===== config.mk =====
export PLATFORM = sky130hd
export DESIGN_NAME = codigojunto
export DESIGN_NICKNAME = d
export VERILOG_FILES = /design/src/rtl/codigojunto_pkg.sv /design/src/rtl/codigojunto_jury_tally.sv /design/src/rtl/codigojunto.sv
export SDC_FILE = /design/constraint.sdc
export NUM_CORES = 1
export LEC_CHECK = 0
export CORE_AREA = 2 2 94 96
export CTS_BUF_LIST = sky130_fd_sc_hd__clkbuf_2
export DETAILED_ROUTE_END_ITERATION = 8
export DIE_AREA = 0 0 96 98
export PLACE_DENSITY = 0.52
export SYNTH_ARGS = -nofsm -noshare
export SYNTH_HDL_FRONTEND = slang
export SYNTH_SLANG_ARGS = --single-unit

===== constraint.sdc =====
create_clock -name clk -period 1 [get_ports clk]
set_input_delay 0.25 -clock clk [delete_from_list [all_inputs] [get_ports clk]]
set_output_delay 0.25 -clock clk [all_outputs]
set_load 0.005 [all_outputs]

===== src/rtl/codigojunto_pkg.sv =====
// Shared definitions for the codigojunto election tally block.
// Holds the width constants and the identifier, popular-vote and
// jury-tally types used by the top level and the jury_tally sub-module.
package codigojunto_pkg;

  localparam int ID_W   = 2;
  localparam int VOTE_W = 6;
  localparam int CNT_W  = 3;

  typedef logic [ID_W-1:0]   cand_id_t;
  typedef logic [VOTE_W-1:0] vote_t;
  typedef logic [CNT_W-1:0]  tally_t;

endpackage


===== src/rtl/codigojunto_jury_tally.sv =====
// jury_tally: counts how many of the four jurors chose a given identifier.
// Ports:
//   id          identifier of the candidate slot being tallied
//   j1..j4      identifiers chosen by the four jurors
//   count       number of jurors whose choice equals id (0..4)
module jury_tally
  import codigojunto_pkg::*;
(
  input  logic [ID_W-1:0]  id,
  input  logic [ID_W-1:0]  j1,
  input  logic [ID_W-1:0]  j2,
  input  logic [ID_W-1:0]  j3,
  input  logic [ID_W-1:0]  j4,
  output logic [CNT_W-1:0] count
);

  // Each matching juror adds one; the 3-bit result holds the worst case of 4.
  always_comb begin
    count = '0;
    if (j1 == id) count = count + tally_t'(1);
    if (j2 == id) count = count + tally_t'(1);
    if (j3 == id) count = count + tally_t'(1);
    if (j4 == id) count = count + tally_t'(1);
  end

endmodule


===== src/rtl/codigojunto.sv =====
// codigojunto: election tally for a 4-candidate contest.
// Picks the popular-vote winner among slots A..D and the jury winner among
// slots A..C, loading all results into registers on an evaluate strobe.
// Ports:
//   clk, rst_n            clock and asynchronous active-low reset
//   A, B, C, D            candidate identifiers held in each slot
//   VA, VB, VC, VD        unsigned popular votes for each slot
//   J1..J4                identifiers chosen by the four jurors
//   paraoif               evaluate strobe; outputs load when it is 1
//   Candidato1            identifier of the popular-vote winner
//   Candidato2            {valid, jury-winner identifier}
//   contagem_A/B/C        juror match counts for slots A, B and C
module codigojunto
  import codigojunto_pkg::*;
(
  input  logic              clk,
  input  logic              rst_n,
  input  logic [ID_W-1:0]   A,
  input  logic [ID_W-1:0]   B,
  input  logic [ID_W-1:0]   C,
  input  logic [ID_W-1:0]   D,
  input  logic [VOTE_W-1:0] VA,
  input  logic [VOTE_W-1:0] VB,
  input  logic [VOTE_W-1:0] VC,
  input  logic [VOTE_W-1:0] VD,
  input  logic [ID_W-1:0]   J1,
  input  logic [ID_W-1:0]   J2,
  input  logic [ID_W-1:0]   J3,
  input  logic [ID_W-1:0]   J4,
  input  logic              paraoif,
  output logic [ID_W-1:0]   Candidato1,
  output logic [ID_W:0]     Candidato2,
  output logic [CNT_W-1:0]  contagem_A,
  output logic [CNT_W-1:0]  contagem_B,
  output logic [CNT_W-1:0]  contagem_C
);

  tally_t   count_a, count_b, count_c;
  cand_id_t pop_id;
  vote_t    pop_max;
  logic [ID_W:0] jury_result;

  jury_tally u_tally_a (.id(A), .j1(J1), .j2(J2), .j3(J3), .j4(J4), .count(count_a));
  jury_tally u_tally_b (.id(B), .j1(J1), .j2(J2), .j3(J3), .j4(J4), .count(count_b));
  jury_tally u_tally_c (.id(C), .j1(J1), .j2(J2), .j3(J3), .j4(J4), .count(count_c));

  // Popular argmax: a later slot only takes over on a strictly larger count,
  // so ties stay with the earlier slot (A > B > C > D).
  always_comb begin
    pop_id  = A;
    pop_max = VA;
    if (VB > pop_max) begin
      pop_id  = B;
      pop_max = VB;
    end
    if (VC > pop_max) begin
      pop_id  = C;
      pop_max = VC;
    end
    if (VD > pop_max) begin
      pop_id  = D;
      pop_max = VD;
    end
  end

  // Jury argmax: only a strict, unique maximum yields a valid winner.
  // All-zero counts tie at zero and therefore report no winner.
  always_comb begin
    jury_result = '0;
    if ((count_a > count_b) && (count_a > count_c)) begin
      jury_result = {1'b1, A};
    end else if ((count_b > count_a) && (count_b > count_c)) begin
      jury_result = {1'b1, B};
    end else if ((count_c > count_a) && (count_c > count_b)) begin
      jury_result = {1'b1, C};
    end
  end

  // Result registers: load everything together on the strobe, hold otherwise.
  always_ff @(posedge clk or negedge rst_n) begin
    if (!rst_n) begin
      Candidato1 <= '0;
      Candidato2 <= '0;
      contagem_A <= '0;
      contagem_B <= '0;
      contagem_C <= '0;
    end else if (paraoif) begin
      Candidato1 <= pop_id;
      Candidato2 <= jury_result;
      contagem_A <= count_a;
      contagem_B <= count_b;
      contagem_C <= count_c;
    end
  end

endmodule


-- Yosys cells after proc, flatten, opt, wreduce, memory -nomap -nowiden
Index checks and enable logic that the tools add are counted.
- bits in registers: 14
- input bits: 43
- logic and storage cells: 58
- add/sub/neg operators: 9
- magnitude comparators: 9
- equality and inequality tests: 12
- multiplexer cells: 20
- reduce and logical (&&, ||, !) cells: 3
- operators with widths (cell ; number):
    $mux W3 ; 12
    $eq A2 B2 Y1 ; 12
    $add A3 B1 Y3 const B ; 6
    $gt A3 B3 Y1 ; 6
    $gt A6 B6 Y1 ; 3
    $mux W6 ; 2
    $add A1 B1 Y2 const B ; 3
    $mux W2 ; 3
    $logic_and A1 B1 Y1 ; 3
    $mux W1 ; 3

-- Logic depth before layout (Yosys ltp)
Gate-level depths: netlist of run 1.
- depth after elaboration: 13
- gate-level depth with buffers: 18
- mapped depth without buffers: 17

-- By module
Synthesis of run 1 repeated with hierarchy kept, for this count alone.
- cells, all modules: 238
- area, all modules: 2097.0 um^2
- by module, submodules not included (module ; times used ; cells an instance ; area each (um^2) ; sequential area each (um^2)):
    codigojunto ; 1 ; 160 ; 1470.2 ; 350.3
    jury_tally ; 3 ; 26 ; 209.0 ; 0.0

-- Least setup slack after synthesis of run 1
OpenSTA, ideal clock, no wires.
- kind: input to register
- start: input port VA[4]
- end: register Candidato1[0]
- arrival time: 4.113 ns
- data required time: 0.924 ns
- setup slack: -3.189 ns
- stages: 18
- cells stage by stage: inv_1 ha_1 and4_1 o21a_2 o31a_1 buf_6 mux2i_1 ha_1 and4_1 and3_1 a31oi_2 mux2_2 ha_1 a21oi_1 a21boi_0 o32a_1 a211o_1 o21ai_1
- longest elaborated chain between the ends: 6
- elaborated cells on any way between the ends: 8
- those cells by class: order compare: 3; mux: 5
- ends and longest elaborated chain (what ; line ; source):
    start: declaration ; codigojunto.sv:22 ; input logic [VOTE_W-1:0] VA,
    $gt A6 B6 Y1 ; codigojunto.sv:52 ; if (VB > pop_max) begin
    $mux W6 ; codigojunto.sv:52 ;
    $gt A6 B6 Y1 ; codigojunto.sv:56 ; if (VC > pop_max) begin
    $mux W6 ; codigojunto.sv:56 ;
    $gt A6 B6 Y1 ; codigojunto.sv:60 ; if (VD > pop_max) begin
    $mux W2 * ; codigojunto.sv:60 ;
    end signal: assignment ; codigojunto.sv:88 ; Candidato1 <= pop_id;
    end: declaration ; codigojunto.sv:31 ; output logic [ID_W-1:0] Candidato1,
Every way passes the cells marked *; elsewhere a longest branch is shown, timed or not.
A chain may end at the register's enable or synchronous reset.

-- Worst setup path in the final report of run 1
- start: input port VA[4]
- end: register Candidato1[1]
The elaborated chain is that of the path after synthesis.

==> flow_metrics.env, run 1 <==
export IMPL_grt_pass1_wl_um=9960
export IMPL_cpMaxStageDelayCell="o32a_1"
export IMPL_yosys_top_cells_count="ha_1 (36), inv_1 (33), xnor2_1 (22)"
export IMPL_hold_viol=0
export IMPL_fin_ws_ns=-2.71
export IMPL_required_ns=1.21
export IMPL_cts_htree_levels=1
export IMPL_postLayoutCellArea_um2=4570
export IMPL_rsz0062_at_grt="yes"
export IMPL_grt_start_max_net_pins=15
export IMPL_grt_overflow_total=0
export IMPL_yosysTopAreaCellShare=0.221
export IMPL_gp_congestion=0.791
export IMPL_async_reset_ff_frac=1.00
export IMPL_fin_util=0.539
export IMPL_drt_initial_drc_count=29
export IMPL_drive_gt1_frac=0.660
export IMPL_cts_tree="built"
export IMPL_num_antenna_cells=0
export IMPL_drc=0
export IMPL_synthTopCellsByArea="ha_1 (22%), dfrtp_1 (17%), xnor2_1 (9.4%)"
export IMPL_fin_skew_ns=0
export IMPL_clk_latency_ns=0.27
export IMPL_violations="negative setup slack"
export IMPL_met2_usage=0.241
export IMPL_die_w_um=96
export IMPL_grt_busiest_layer="met2"
export IMPL_synth_area_leader_cell="ha_1"
export IMPL_crit_end="Candidato1[1]"
export IMPL_dieHeight_um=98
export IMPL_crit_path_frequent_cell="ha_4"
export IMPL_leakage_uw=0.00204
export IMPL_multi_input_area_um2=2550
export IMPL_r2r_start="Candidato2[0]"
export IMPL_slew_violations=0
export IMPL_wl_per_cell_um=12.4
export IMPL_hp_class="primary input to async pin"
export IMPL_start_kind="primary input"
export IMPL_synth_ff_type="dfrtp_1"
export IMPL_synth_most_common_cell="ha_1"
export IMPL_grt_pass1_vias=2306
export IMPL_path_clk_slew_ns=0.13
export IMPL_worstMarginPinSlew_ns=0.309
export IMPL_layout_min_cycle_time_ns=3.71
export IMPL_worst_path_buf_inv=4
export IMPL_slowest_delay_ns=0.37
export IMPL_setup_worst_path_end_class="register"
export IMPL_wl_um=6160
export IMPL_antenna_found_initial=0
export IMPL_cap_violations=0
export IMPL_outcome="complete, but fails checks"
export IMPL_syn_nets=324
export IMPL_seq_area_frac_synth=0.172
export IMPL_cts_buffers=3
export IMPL_ys_types=38
export IMPL_p_per_area_nw_per_um2=1240
export IMPL_via_per_inst=4.42
export IMPL_ant_nets=0
export IMPL_syn_cell_area_um2=2040
export IMPL_irDropWorstVdd_mv=0.493
export IMPL_synth_edf_count=0
export IMPL_synth_cells=245
export IMPL_dpl_worst_slack_ns=-3.59
export IMPL_synth_warnings=0
export IMPL_holdBufCountCts=0
export IMPL_seqCellArea_um2=350
export IMPL_max_slew_margin_rel=0.794
export IMPL_rows=34
export IMPL_coreArea_um2=8470
export IMPL_num_fill_cells=727
export IMPL_rr_endpoint="Candidato2[0]"
export IMPL_r2r_cells=4
export IMPL_cts_sinks=14
export IMPL_nets=469
export IMPL_cp_startpoint="VA[4]"
export IMPL_synth_avg_cell_area_um2=8.33
export IMPL_finalSetupViolCount=28
export IMPL_crit_family="compound AO/OA/AOI/OAI gates"
export IMPL_cts_root_buf="clkbuf_2"
export IMPL_use_met1=0.160
export IMPL_min_period_over_period=3.71
export IMPL_crit_cells=19
export IMPL_io_buffers=56
export IMPL_firstDrtPassIters=4
export IMPL_reg2reg_setup_slack_ns=0.01
export IMPL_fp_dieArea_um2=9410
export IMPL_dp_hpwl_um=5030
export IMPL_cp_cell_sequence="buf_8, inv_4, ha_4, and4_1, o21a_2, o31a_1, buf_6, buf_4, mux2_4, ha_4, and3_4, a31oi_4, mux2_4, ha_4, nand4_1, a21oi_1, o32a_1, a211o_1, o21ai_1"
export IMPL_worstPathArrival_ns=3.91
export IMPL_areaGrowthSynthToFinish_pct=124
export IMPL_grt_usage=0.129
export IMPL_ys_ff_latch=14
export IMPL_max_freq_mhz=270
export IMPL_crit_path_max_fanout=6
export IMPL_cts_buffer_depth=2
export IMPL_io_pin_count=57
export IMPL_path_class="primary input to register"
export IMPL_vias=2194
export IMPL_placed_area_um2=3810
export IMPL_initial_core_util=0.241
export IMPL_grtUsageMet3=0.00926
## layer usage
layer  share of wire  routed length [um]
met4          0.0078                  48
met5               0                   0
met1            0.41                2530
met3           0.027                 166
met2            0.55                3410
## cells in the final DEF, fill, tap and decap left out, types with 5 or more instances in the layout
master and instances:
nor2b_1 5, buf_6 32, buf_12 8, nand3_1 11
nand2_2 6, nor2_1 5, mux2i_4 5, buf_8 5
clkdlybuf4s50_1 16, nand2_1 9, mux2_4 11, buf_2 17
ha_1 10, a21oi_2 8, xor2_4 6, o21ai_2 6
xnor2_2 7, inv_1 25, ha_4 22, xnor2_4 13
dfrtp_1 14, buf_4 67
## flip-flops by register name, indices dropped and copies added, names as in the netlist
register / cells
Candidato1: 2
contagem_B: 3
Candidato2: 3
contagem_A: 3
contagem_C: 3
## report_power, final
| group | leakage [uW] | internal, uW | switching [uW] |
|---|---|---|---|
| Sequential | 0.000171 | 740 | 87.5 |
| Clock | 0.0000125 | 81.8 | 174 |
| Combinational | 0.00186 | 2710 | 1880 |
| Total | 0.00204 | 3530 | 2140 |
## cells by family (layout without fill, tap and decap cells)
logic type,Yosys count,in the layout,share of synthesized area
multiplexers,19,19,0.102
AO/OA/AOI/OAI,46,46,0.147
XOR/XNOR,33,33,0.142
flip-flops,14,14,0.172
buffers and inverters,42,185,0.0846
adder cells (fa/ha/maj),36,36,0.221
AND/OR/NAND/NOR,55,55,0.132
## area by class of cell
| class | count | area share |
|---|---|---|
| Multi-Input combinational cell | 189 | 0.559 |
| Timing Repair Buffer | 149 | 0.301 |
| Inverter | 33 | 0.0304 |
| Tap cell | 108 | 0.0296 |
| Sequential cell | 14 | 0.0767 |
| Clock buffer | 3 | 0.00329 |
## worst min path at each step
stage	start	to	slack, ns
3_3_place_gp	contagem_C[2]	contagem_C[2]	0.49
3_5_place_dp	contagem_C[2]	contagem_C[2]	0.50
6_report	rst_n	contagem_A[1]	0.28
4_1_cts	rst_n	contagem_A[1]	0.27
2_1_floorplan	rst_n	Candidato1[0]	-0.05
5_1_grt	rst_n	contagem_B[2]	0.28
## timing repair
| item | CTS | global route |
|---|---|---|
| buffers inserted | 18 | 9 |
| resized for setup | 242 | 67 |
| pin swaps | 50 | 48 |
| endpoints found under the setup margin | 28 | 28 |
## worst register-to-register path, cell delays in order (launching register included)
cell	delay, ns
dfrtp_1	0.41
buf_4	0.14
buf_4	0.12
o22ai_1	0.17
a31oi_2	0.05
## stage by stage
step           setup TNS, ns  total power [uW]  hold WS [ns]  std cells
2_1_floorplan         -16.42              2950       -0.0456        245
3_3_place_gp          -28.19              4440         0.492        474
3_5_place_dp          -28.59              4530         0.499        474
4_1_cts               -17.13              5310         0.274        493
5_1_grt               -17.90              6120         0.275        496
6_report              -16.12              5670         0.283        496
No activity file was read; power rests on OpenSTA's default activity.
==> run 2, diff against run 1 <==
--- a/config.mk
+++ b/config.mk
@@ -10,6 +10,7 @@
 export DETAILED_ROUTE_END_ITERATION = 8
 export DIE_AREA = 0 0 96 98
 export PLACE_DENSITY = 0.52
+export SLEW_MARGIN = 30
 export SYNTH_ARGS = -nofsm -noshare
 export SYNTH_HDL_FRONTEND = slang
 export SYNTH_SLANG_ARGS = --single-unit
==> results of run 2 <==
Same layout as run 1: the final DEF is identical, and so are final timing and power.
